<file path="src/rtl/forward_bypass_pkg.sv">
// Shared types and constants for the forward/bypass buffer.
// Optional statistics counters in the top are enabled with FWD_BYPASS_STATS_EN.
package forward_bypass_pkg;

  localparam int DATA_WIDTH_DEF     = 32;
  localparam int REG_ADDR_WIDTH_DEF = 5;
  localparam int DEPTH_DEF          = 3;
  localparam int NUM_SRC_DEF        = 2;

  // Architectural x0: never forwards.
  localparam logic [REG_ADDR_WIDTH_DEF-1:0] REG_ZERO = {REG_ADDR_WIDTH_DEF{1'b0}};

  // One buffered result at the default widths.
  typedef struct packed {
    logic                          valid;
    logic                          pending;
    logic [REG_ADDR_WIDTH_DEF-1:0] rd;
    logic [DATA_WIDTH_DEF-1:0]     data;
  } fwd_entry_t;

  // Width of a stage index; a single-entry buffer still needs one bit.
  function automatic int stage_width(input int depth);
    if (depth <= 2) begin
      return 1;
    end else begin
      return $clog2(depth);
    end
  endfunction

endpackage

</file>
<file path="src/rtl/forward_bypass_lookup.sv">
// Single-channel forwarding lookup: combinational priority scan of the
// buffer, youngest (lowest index) matching valid entry wins. A match on a
// load-pending entry reports a hit with zero data and raises pend_hit.
// FWD_BYPASS_STATS_EN does not affect this module.
module forward_bypass_lookup
  import forward_bypass_pkg::*;
#(
  parameter int DATA_WIDTH     = DATA_WIDTH_DEF,
  parameter int REG_ADDR_WIDTH = REG_ADDR_WIDTH_DEF,
  parameter int DEPTH          = DEPTH_DEF,
  parameter int STAGE_W        = stage_width(DEPTH_DEF)
)(
  input  logic [DEPTH-1:0]                     valid,
  input  logic [DEPTH-1:0]                     pending,
  input  logic [DEPTH-1:0][REG_ADDR_WIDTH-1:0] rd,
  input  logic [DEPTH-1:0][DATA_WIDTH-1:0]     data,
  input  logic [REG_ADDR_WIDTH-1:0]            src_addr,
  output logic                                 hit,
  output logic [DATA_WIDTH-1:0]                fwd_data,
  output logic [STAGE_W-1:0]                   stage,
  output logic                                 pend_hit
);

  logic             src_live_s;
  logic [DEPTH-1:0] match_s;

  assign src_live_s = (src_addr != REG_ADDR_WIDTH'(REG_ZERO));

  // Per-entry address match, qualified by entry valid and a non-x0 source.
  always_comb begin
    match_s = '0;
    for (int k = 0; k < DEPTH; k++) begin
      match_s[k] = valid[k] & (rd[k] == src_addr) & src_live_s;
    end
  end

  // Priority select: scan oldest to youngest so the youngest match is last to write.
  always_comb begin
    hit      = 1'b0;
    fwd_data = '0;
    stage    = '0;
    pend_hit = 1'b0;
    for (int k = DEPTH - 1; k >= 0; k--) begin
      if (match_s[k]) begin
        hit      = 1'b1;
        stage    = STAGE_W'(k);
        pend_hit = pending[k];
        fwd_data = pending[k] ? {DATA_WIDTH{1'b0}} : data[k];
      end else begin
        hit = hit;
      end
    end
  end

endmodule

</file>
<file path="src/rtl/forward_bypass_buffer.sv">
// Forward/bypass buffer: DEPTH-deep shift buffer of retired results with
// NUM_SRC operand lookup channels and load-use hazard detection.
// Entry 0 is the youngest (EX/MEM). Returning load data completes the oldest
// load-pending entry after this cycle's shift.
// Define FWD_BYPASS_STATS_EN to add per-stage hit counters and an orphan
// load-fill counter (all 32-bit, saturating).
module forward_bypass_buffer
  import forward_bypass_pkg::*;
#(
  parameter  int DATA_WIDTH     = DATA_WIDTH_DEF,
  parameter  int REG_ADDR_WIDTH = REG_ADDR_WIDTH_DEF,
  parameter  int DEPTH          = DEPTH_DEF,
  parameter  int NUM_SRC        = NUM_SRC_DEF,
  localparam int STAGE_W        = stage_width(DEPTH)
)(
  input  logic                              clk,
  input  logic                              rst,
  input  logic                              stall_i,
  input  logic                              flush_i,
  input  logic                              res_valid_i,
  input  logic [REG_ADDR_WIDTH-1:0]         res_rd_i,
  input  logic [DATA_WIDTH-1:0]             res_data_i,
  input  logic                              res_load_i,
  input  logic                              ld_valid_i,
  input  logic [DATA_WIDTH-1:0]             ld_data_i,
  input  logic [NUM_SRC*REG_ADDR_WIDTH-1:0] src_addr_i,
  output logic [NUM_SRC-1:0]                fwd_hit_o,
  output logic [NUM_SRC*DATA_WIDTH-1:0]     fwd_data_o,
  output logic [NUM_SRC*STAGE_W-1:0]        fwd_stage_o,
  output logic                              hazard_o
`ifdef FWD_BYPASS_STATS_EN
  ,
  output logic [DEPTH*32-1:0]               hit_cnt_o,
  output logic [31:0]                       orphan_fill_cnt_o
`endif
);

  // Buffer state, split per field so widths follow the module parameters.
  logic [DEPTH-1:0]                     valid_r;
  logic [DEPTH-1:0]                     pending_r;
  logic [DEPTH-1:0][REG_ADDR_WIDTH-1:0] rd_r;
  logic [DEPTH-1:0][DATA_WIDTH-1:0]     data_r;

  logic [DEPTH-1:0]                     valid_nxt_s;
  logic [DEPTH-1:0]                     pending_nxt_s;
  logic [DEPTH-1:0][REG_ADDR_WIDTH-1:0] rd_nxt_s;
  logic [DEPTH-1:0][DATA_WIDTH-1:0]     data_nxt_s;

  logic             shift_s;
  logic             ins_live_s;
  logic             pend_seen_s;
  logic [DEPTH-1:0] oldest_pend_s;
  logic [DEPTH-1:0] fill_src_s;
  logic [NUM_SRC-1:0] pend_hit_s;

  // Flush always advances the pipe (inserting a bubble); otherwise stall holds.
  assign shift_s    = flush_i | ~stall_i;
  // Writes to x0 are stored as invalid so they can never forward.
  assign ins_live_s = res_valid_i & ~flush_i & (res_rd_i != REG_ADDR_WIDTH'(REG_ZERO));

  // One-hot marker of the oldest load-pending entry in the current buffer.
  always_comb begin
    pend_seen_s   = 1'b0;
    oldest_pend_s = '0;
    for (int j = DEPTH - 1; j >= 0; j--) begin
      if (pending_r[j] && !pend_seen_s) begin
        oldest_pend_s[j] = 1'b1;
        pend_seen_s      = 1'b1;
      end else begin
        oldest_pend_s[j] = 1'b0;
      end
    end
  end

  // The fill targets the entry by its pre-shift position; it follows that entry.
  assign fill_src_s = ld_valid_i ? oldest_pend_s : {DEPTH{1'b0}};

  // Next buffer contents: shift or hold, then land the load fill in the entry's new slot.
  always_comb begin
    valid_nxt_s   = valid_r;
    pending_nxt_s = pending_r;
    rd_nxt_s      = rd_r;
    data_nxt_s    = data_r;
    if (shift_s) begin
      valid_nxt_s[0]   = ins_live_s;
      pending_nxt_s[0] = ins_live_s & res_load_i;
      rd_nxt_s[0]      = flush_i ? {REG_ADDR_WIDTH{1'b0}} : res_rd_i;
      data_nxt_s[0]    = (flush_i | res_load_i) ? {DATA_WIDTH{1'b0}} : res_data_i;
      for (int k = 1; k < DEPTH; k++) begin
        valid_nxt_s[k]   = valid_r[k-1];
        pending_nxt_s[k] = pending_r[k-1] & ~fill_src_s[k-1];
        rd_nxt_s[k]      = rd_r[k-1];
        data_nxt_s[k]    = fill_src_s[k-1] ? ld_data_i : data_r[k-1];
      end
    end else begin
      for (int k = 0; k < DEPTH; k++) begin
        valid_nxt_s[k]   = valid_r[k];
        pending_nxt_s[k] = pending_r[k] & ~fill_src_s[k];
        rd_nxt_s[k]      = rd_r[k];
        data_nxt_s[k]    = fill_src_s[k] ? ld_data_i : data_r[k];
      end
    end
  end

  // Buffer state register; reset clears everything, including pending loads.
  always_ff @(posedge clk or posedge rst) begin
    if (rst) begin
      valid_r   <= '0;
      pending_r <= '0;
      rd_r      <= '0;
      data_r    <= '0;
    end else begin
      valid_r   <= valid_nxt_s;
      pending_r <= pending_nxt_s;
      rd_r      <= rd_nxt_s;
      data_r    <= data_nxt_s;
    end
  end

  // One lookup channel per source operand, reading the registered buffer.
  for (genvar c = 0; c < NUM_SRC; c++) begin : g_src
    forward_bypass_lookup #(
      .DATA_WIDTH     (DATA_WIDTH),
      .REG_ADDR_WIDTH (REG_ADDR_WIDTH),
      .DEPTH          (DEPTH),
      .STAGE_W        (STAGE_W)
    ) u_lookup (
      .valid    (valid_r),
      .pending  (pending_r),
      .rd       (rd_r),
      .data     (data_r),
      .src_addr (src_addr_i[c*REG_ADDR_WIDTH +: REG_ADDR_WIDTH]),
      .hit      (fwd_hit_o[c]),
      .fwd_data (fwd_data_o[c*DATA_WIDTH +: DATA_WIDTH]),
      .stage    (fwd_stage_o[c*STAGE_W +: STAGE_W]),
      .pend_hit (pend_hit_s[c])
    );
  end

  assign hazard_o = |pend_hit_s;

`ifdef FWD_BYPASS_STATS_EN
  logic [DEPTH-1:0][31:0] hit_cnt_r;
  logic [31:0]            orphan_cnt_r;
  logic [DEPTH-1:0][31:0] hit_inc_s;
  logic [DEPTH-1:0][32:0] hit_sum_s;
  logic                   orphan_s;

  assign orphan_s = ld_valid_i & ~pend_seen_s;

  // Count this cycle's channel hits per stage and form the widened sums.
  always_comb begin
    hit_inc_s = '0;
    hit_sum_s = '0;
    for (int c = 0; c < NUM_SRC; c++) begin
      for (int k = 0; k < DEPTH; k++) begin
        if (fwd_hit_o[c] && (fwd_stage_o[c*STAGE_W +: STAGE_W] == STAGE_W'(k))) begin
          hit_inc_s[k] = hit_inc_s[k] + 32'd1;
        end else begin
          hit_inc_s[k] = hit_inc_s[k];
        end
      end
    end
    for (int k = 0; k < DEPTH; k++) begin
      hit_sum_s[k] = {1'b0, hit_cnt_r[k]} + {1'b0, hit_inc_s[k]};
    end
  end

  // Saturating statistics counters; hits only accrue on non-stalled cycles.
  always_ff @(posedge clk or posedge rst) begin
    if (rst) begin
      hit_cnt_r    <= '0;
      orphan_cnt_r <= 32'd0;
    end else begin
      if (!stall_i) begin
        for (int k = 0; k < DEPTH; k++) begin
          hit_cnt_r[k] <= hit_sum_s[k][32] ? 32'hFFFF_FFFF : hit_sum_s[k][31:0];
        end
      end else begin
        hit_cnt_r <= hit_cnt_r;
      end
      if (orphan_s && (orphan_cnt_r != 32'hFFFF_FFFF)) begin
        orphan_cnt_r <= orphan_cnt_r + 32'd1;
      end else begin
        orphan_cnt_r <= orphan_cnt_r;
      end
    end
  end

  assign hit_cnt_o         = hit_cnt_r;
  assign orphan_fill_cnt_o = orphan_cnt_r;
`endif

endmodule

</file>
<file path="config.mk">
export PLATFORM = sky130hd
export DESIGN_NAME = forward_bypass_buffer
export DESIGN_NICKNAME = d
export VERILOG_FILES = /design/src/rtl/forward_bypass_pkg.sv /design/src/rtl/forward_bypass_lookup.sv /design/src/rtl/forward_bypass_buffer.sv
export SDC_FILE = /design/constraint.sdc
export NUM_CORES = 1
export LEC_CHECK = 0
export CORE_ASPECT_RATIO = 0.7
export CORE_MARGIN = 2
export CORE_UTILIZATION = 35
export DETAILED_ROUTE_END_ITERATION = 10
export GPL_TIMING_DRIVEN = 0
export HOLD_SLACK_MARGIN = 0.02
export PLACE_DENSITY = 0.68
export SLEW_MARGIN = 15
export SYNTH_ARGS = -nofsm -noshare
export SYNTH_HDL_FRONTEND = slang
export SYNTH_HIERARCHICAL = 1
export SYNTH_SLANG_ARGS = --single-unit
</file>
<file path="constraint.sdc">
create_clock -name clk -period 4.3 [get_ports clk]
set_input_delay 1.075 -clock clk [delete_from_list [all_inputs] [get_ports clk]]
set_output_delay 1.075 -clock clk [all_outputs]
set_load 0.02 [all_outputs]
</file>
==> impl_metrics.toml <==
[outcome]
status = "finished, violations left"
violations = "setup timing"

[cells_and_area]
n_antenna_cell = 0
fillers = 1941
fin_area_um2 = 9540
final_util = 0.482
nets = 1032
drive_above_1_share = 0.171
syn_to_final_growth_pct = 35.4

[timing]
fmax_ghz = 0.232
worst_pin_slew_ns = 0.895
layout_setup_ws_ns = -0.0121
drv_slew = 0
timing.final.crit_period_ns = 4.31
post-route-period-util = 1.00
hold_viol = 0
rsz0062_at_grt = "yes"
whs_ns = 0.552
slew_headroom = 0.399
final-setup-viol-count = 3
skew_ns = 0.00596

[yosys]
synthArstFlopShare = 1.00
synth_top_family_by_area = "compound AO/OA/AOI/OAI gates"
synth.top_cell.area_share = 0.415
yosysSeqAreaShare = 0.415
mappedNetlistArea_um2 = 7050
synth_nets = 848
synthSimpleGateAreaFrac = 0.150
synth_ff_type = "dfrtp_1"
synthesis.instances = 762
synth_edf_count = 0
synth_cell_types = 40
synth_xor_area_frac = 0.0373
netlist_top_cells_area = "dfrtp_1 42%, nand2_1 7.6%, a22o_1 7.5%, a21o_1 6.4%, mux2i_1 5.4%"
muxShareOfSynthArea = 0.0540
yosys_register_bits = 117
postSynthAreaPerCell_um2 = 9.25
synth_compound_area_frac = 0.297
synth_top_cell_by_area = "dfrtp_1"
yosysWarnings = 6
synthAdderAreaFrac = 0

[global_routing]
grtUsageMet2 = 0.351
grt_use_met1 = 0.344
met3_usage = 0.0567
grt_max_degree = 81
grt_pass1_vias = 6655
grt_pass1_wl_um = 38400
grt_antenna_before_repair = 0
busiest_layer = "met2"
overflow = 0
grt_use_total = 0.236

[critical_path]
path_delay_family = "compound AO/OA/AOI/OAI gates"
cpMostUsedCell = "buf_6"
crit_path_end_kind = "output pin"
crit_chain = "buf_2, or4_4, o211a_1, a2111oi_4, buf_6, bufbuf_16, a22o_1, a21o_1, buf_6"
slowest_stage = "or4_4"
r2r_start = "pending_r[1]"
cp-startpoint = "src_addr_i[0]"
path_depth = 9
r2r_cells = 7
slowest_delay_ns = 0.58
cp_data_required_time_ns = 3.22
arrival_ns = 3.24
startpoint_type = "input pin"
cp_num_buf_inv = 4
worstSetupPathType = "input pin to output pin"
cp_max_fo = 5

[worst_hold_path]
min_path_type = "flip-flop to flip-flop"
hp-start = "rd_r[14]"
hold_path_depth = 2

[floorplanning]
die_w_um = 174
rows = 43
dieArea_um2 = 21300
pin_count = 157
die_h_um = 123
core_um2 = 19800
start_util = 0.356

[placement]
place.gp.congestion = 0.839
place_area_um2 = 8940
dp_hpwl_um = 17000
portBuffers = 152

[clocking]
clockBufferDepth = 2
clk_latency_ns = 0.42
ctsHtreeMaxLevel = 4
cts_buffers = 17
cts_tree = "yes"
cts_sinks = 117
root_buffer = "clkbuf_16"
hold_buffers = 0
clkSlewWorstSetupHoldPaths_ns = 0.05

[power]
total_power_mw = 3.21
p_per_area_nw_per_um2 = 337
peakVddDrop_mv = 0.221
internal-power_mw = 2.36
sw_frac_of_total = 0.266
leakage_nw = 4.65
clockPowerShare = 0.460
p_sw_mw = 0.853
power_frac_comb = 0.134
pwr-share-seq = 0.406

[detailed_routing]
routedWlPerCell_um = 20.1
viasPerCell = 5.56
drc = 0
wirelength_um = 24600
ant_nets = 0
drt_iter0_markers = 697
drtPass1Iterations = 5
num_vias = 6832

[flow_run]
maxCapViolations = 0
[logic make-up after synthesis]
kind of cell | count (synthesis)
compound gates | 273
mux | 38
xor+xnor | 30
flops | 117
simple gates | 240
buf+inv | 64
[final timing paths]
path,endpoint,slack (ns)
max reg2reg,data_r[58],2.16
max in group asynchronous,data_r[64],2.54
min in group asynchronous,data_r[24],1.03
min reg2reg,rd_r[14],0.55
max,fwd_data_o[20],-0.01
min,rd_r[14],0.55
[placed cells by master, fill, tap and decap left out, types with 4 or more instances in the layout]
master / instances
dfrtp_1: 117
nor2_1: 46
a22o_1: 60
clkdlybuf4s50_1: 79
o21ai_0: 34
xor2_1: 8
a31oi_1: 32
buf_6: 16
a21o_1: 60
o22a_1: 32
and4_1: 6
nand3b_1: 5
dlygate4sd2_1: 4
clkbuf_16: 17
o221ai_1: 4
mux2i_1: 38
buf_2: 66
inv_1: 5
nor2b_1: 4
buf_4: 23
o21a_1: 32
a21oi_1: 6
nand2_1: 143
nand3_1: 4
buf_8: 5
nand4_1: 6
xnor2_1: 22
or4_1: 5
clkbuf_1: 24
or2_2: 5
[synth_stat cells, types with 6 or more instances]
master    instances
nor2_1           46
o21ai_0          34
and4_1            6
buf_6             6
a21oi_1           6
o21a_1           32
nand4_1           6
dfrtp_1         117
o22a_1           32
a22o_1           60
buf_2            29
mux2i_1          38
xor2_1            8
inv_1             6
xnor2_1          22
a21o_1           60
clkbuf_1         22
a31oi_1          32
nand2_1         143
[metrics by stage]
stage / TNS (ns) / setup slack (ns) / instances
2_1_floorplan: 0 / 0.124 / 762
3_5_place_dp: -71.28 / -1.22 / 1185
6_report: -0.0212 / -0.0121 / 1229
3_3_place_gp: -280.86 / -1.79 / 1184
5_1_grt: -0.310 / -0.0430 / 1229
4_1_cts: 0 / 0.00579 / 1227
[worst reg2reg max path, delay by kind of cell (launching register included)]
| family | cells | cell delay, ns |
|---|---|---|
| AO/OA/AOI/OAI | 2 | 0.32 |
| buffers and inverters | 3 | 0.73 |
| flip-flops | 1 | 0.58 |
| AND/OR/NAND/NOR | 2 | 0.46 |
[power groups by stage]
stage / sequential, mW / combinational [mW] / clock (mW)
floorplan: 1.29 / 0.253 / 0
global placement: 1.31 / 0.416 / 0
detailed placement: 1.32 / 0.429 / 0
CTS: 1.30 / 0.432 / 1.49
global route: 1.32 / 0.477 / 1.55
finish: 1.30 / 0.431 / 1.48
[sequential cells by signal, summed over array words and instances (netlist names)]
signal     cells
rd_r          15
data_r        96
pending_r      3
valid_r        3
[final cells by class]
cell class | instances | area (µm²) | area share
flip-flops and latches | 117 | 2930 | 0.307
repair buffers | 165 | 1450 | 0.152
well taps | 270 | 338 | 0.0354
clock inverters | 8 | 121 | 0.0127
plain buffers | 58 | 355 | 0.0372
multi-input cells | 581 | 3840 | 0.402
clock buffers | 24 | 482 | 0.0505
inverters | 6 | 27.5 | 0.00289
[metal layers]
metal | routed length (µm) | vias to the layer above | share of wire
met5 | 0 | - | 0
met4 | 253 | 0 | 0.010
met3 | 2450 | 22 | 0.099
met2 | 10500 | 361 | 0.43
met1 | 11400 | 3293 | 0.46
li1 | - | 3156 | -
[repair_timing]
item,in CTS,in global routing
gates resized for setup,253,82
pin swaps,8,2
endpoints found under the setup margin,71,58
gates cloned,2,0
setup buffers,8,2
Power figures use the tool's default switching activity.
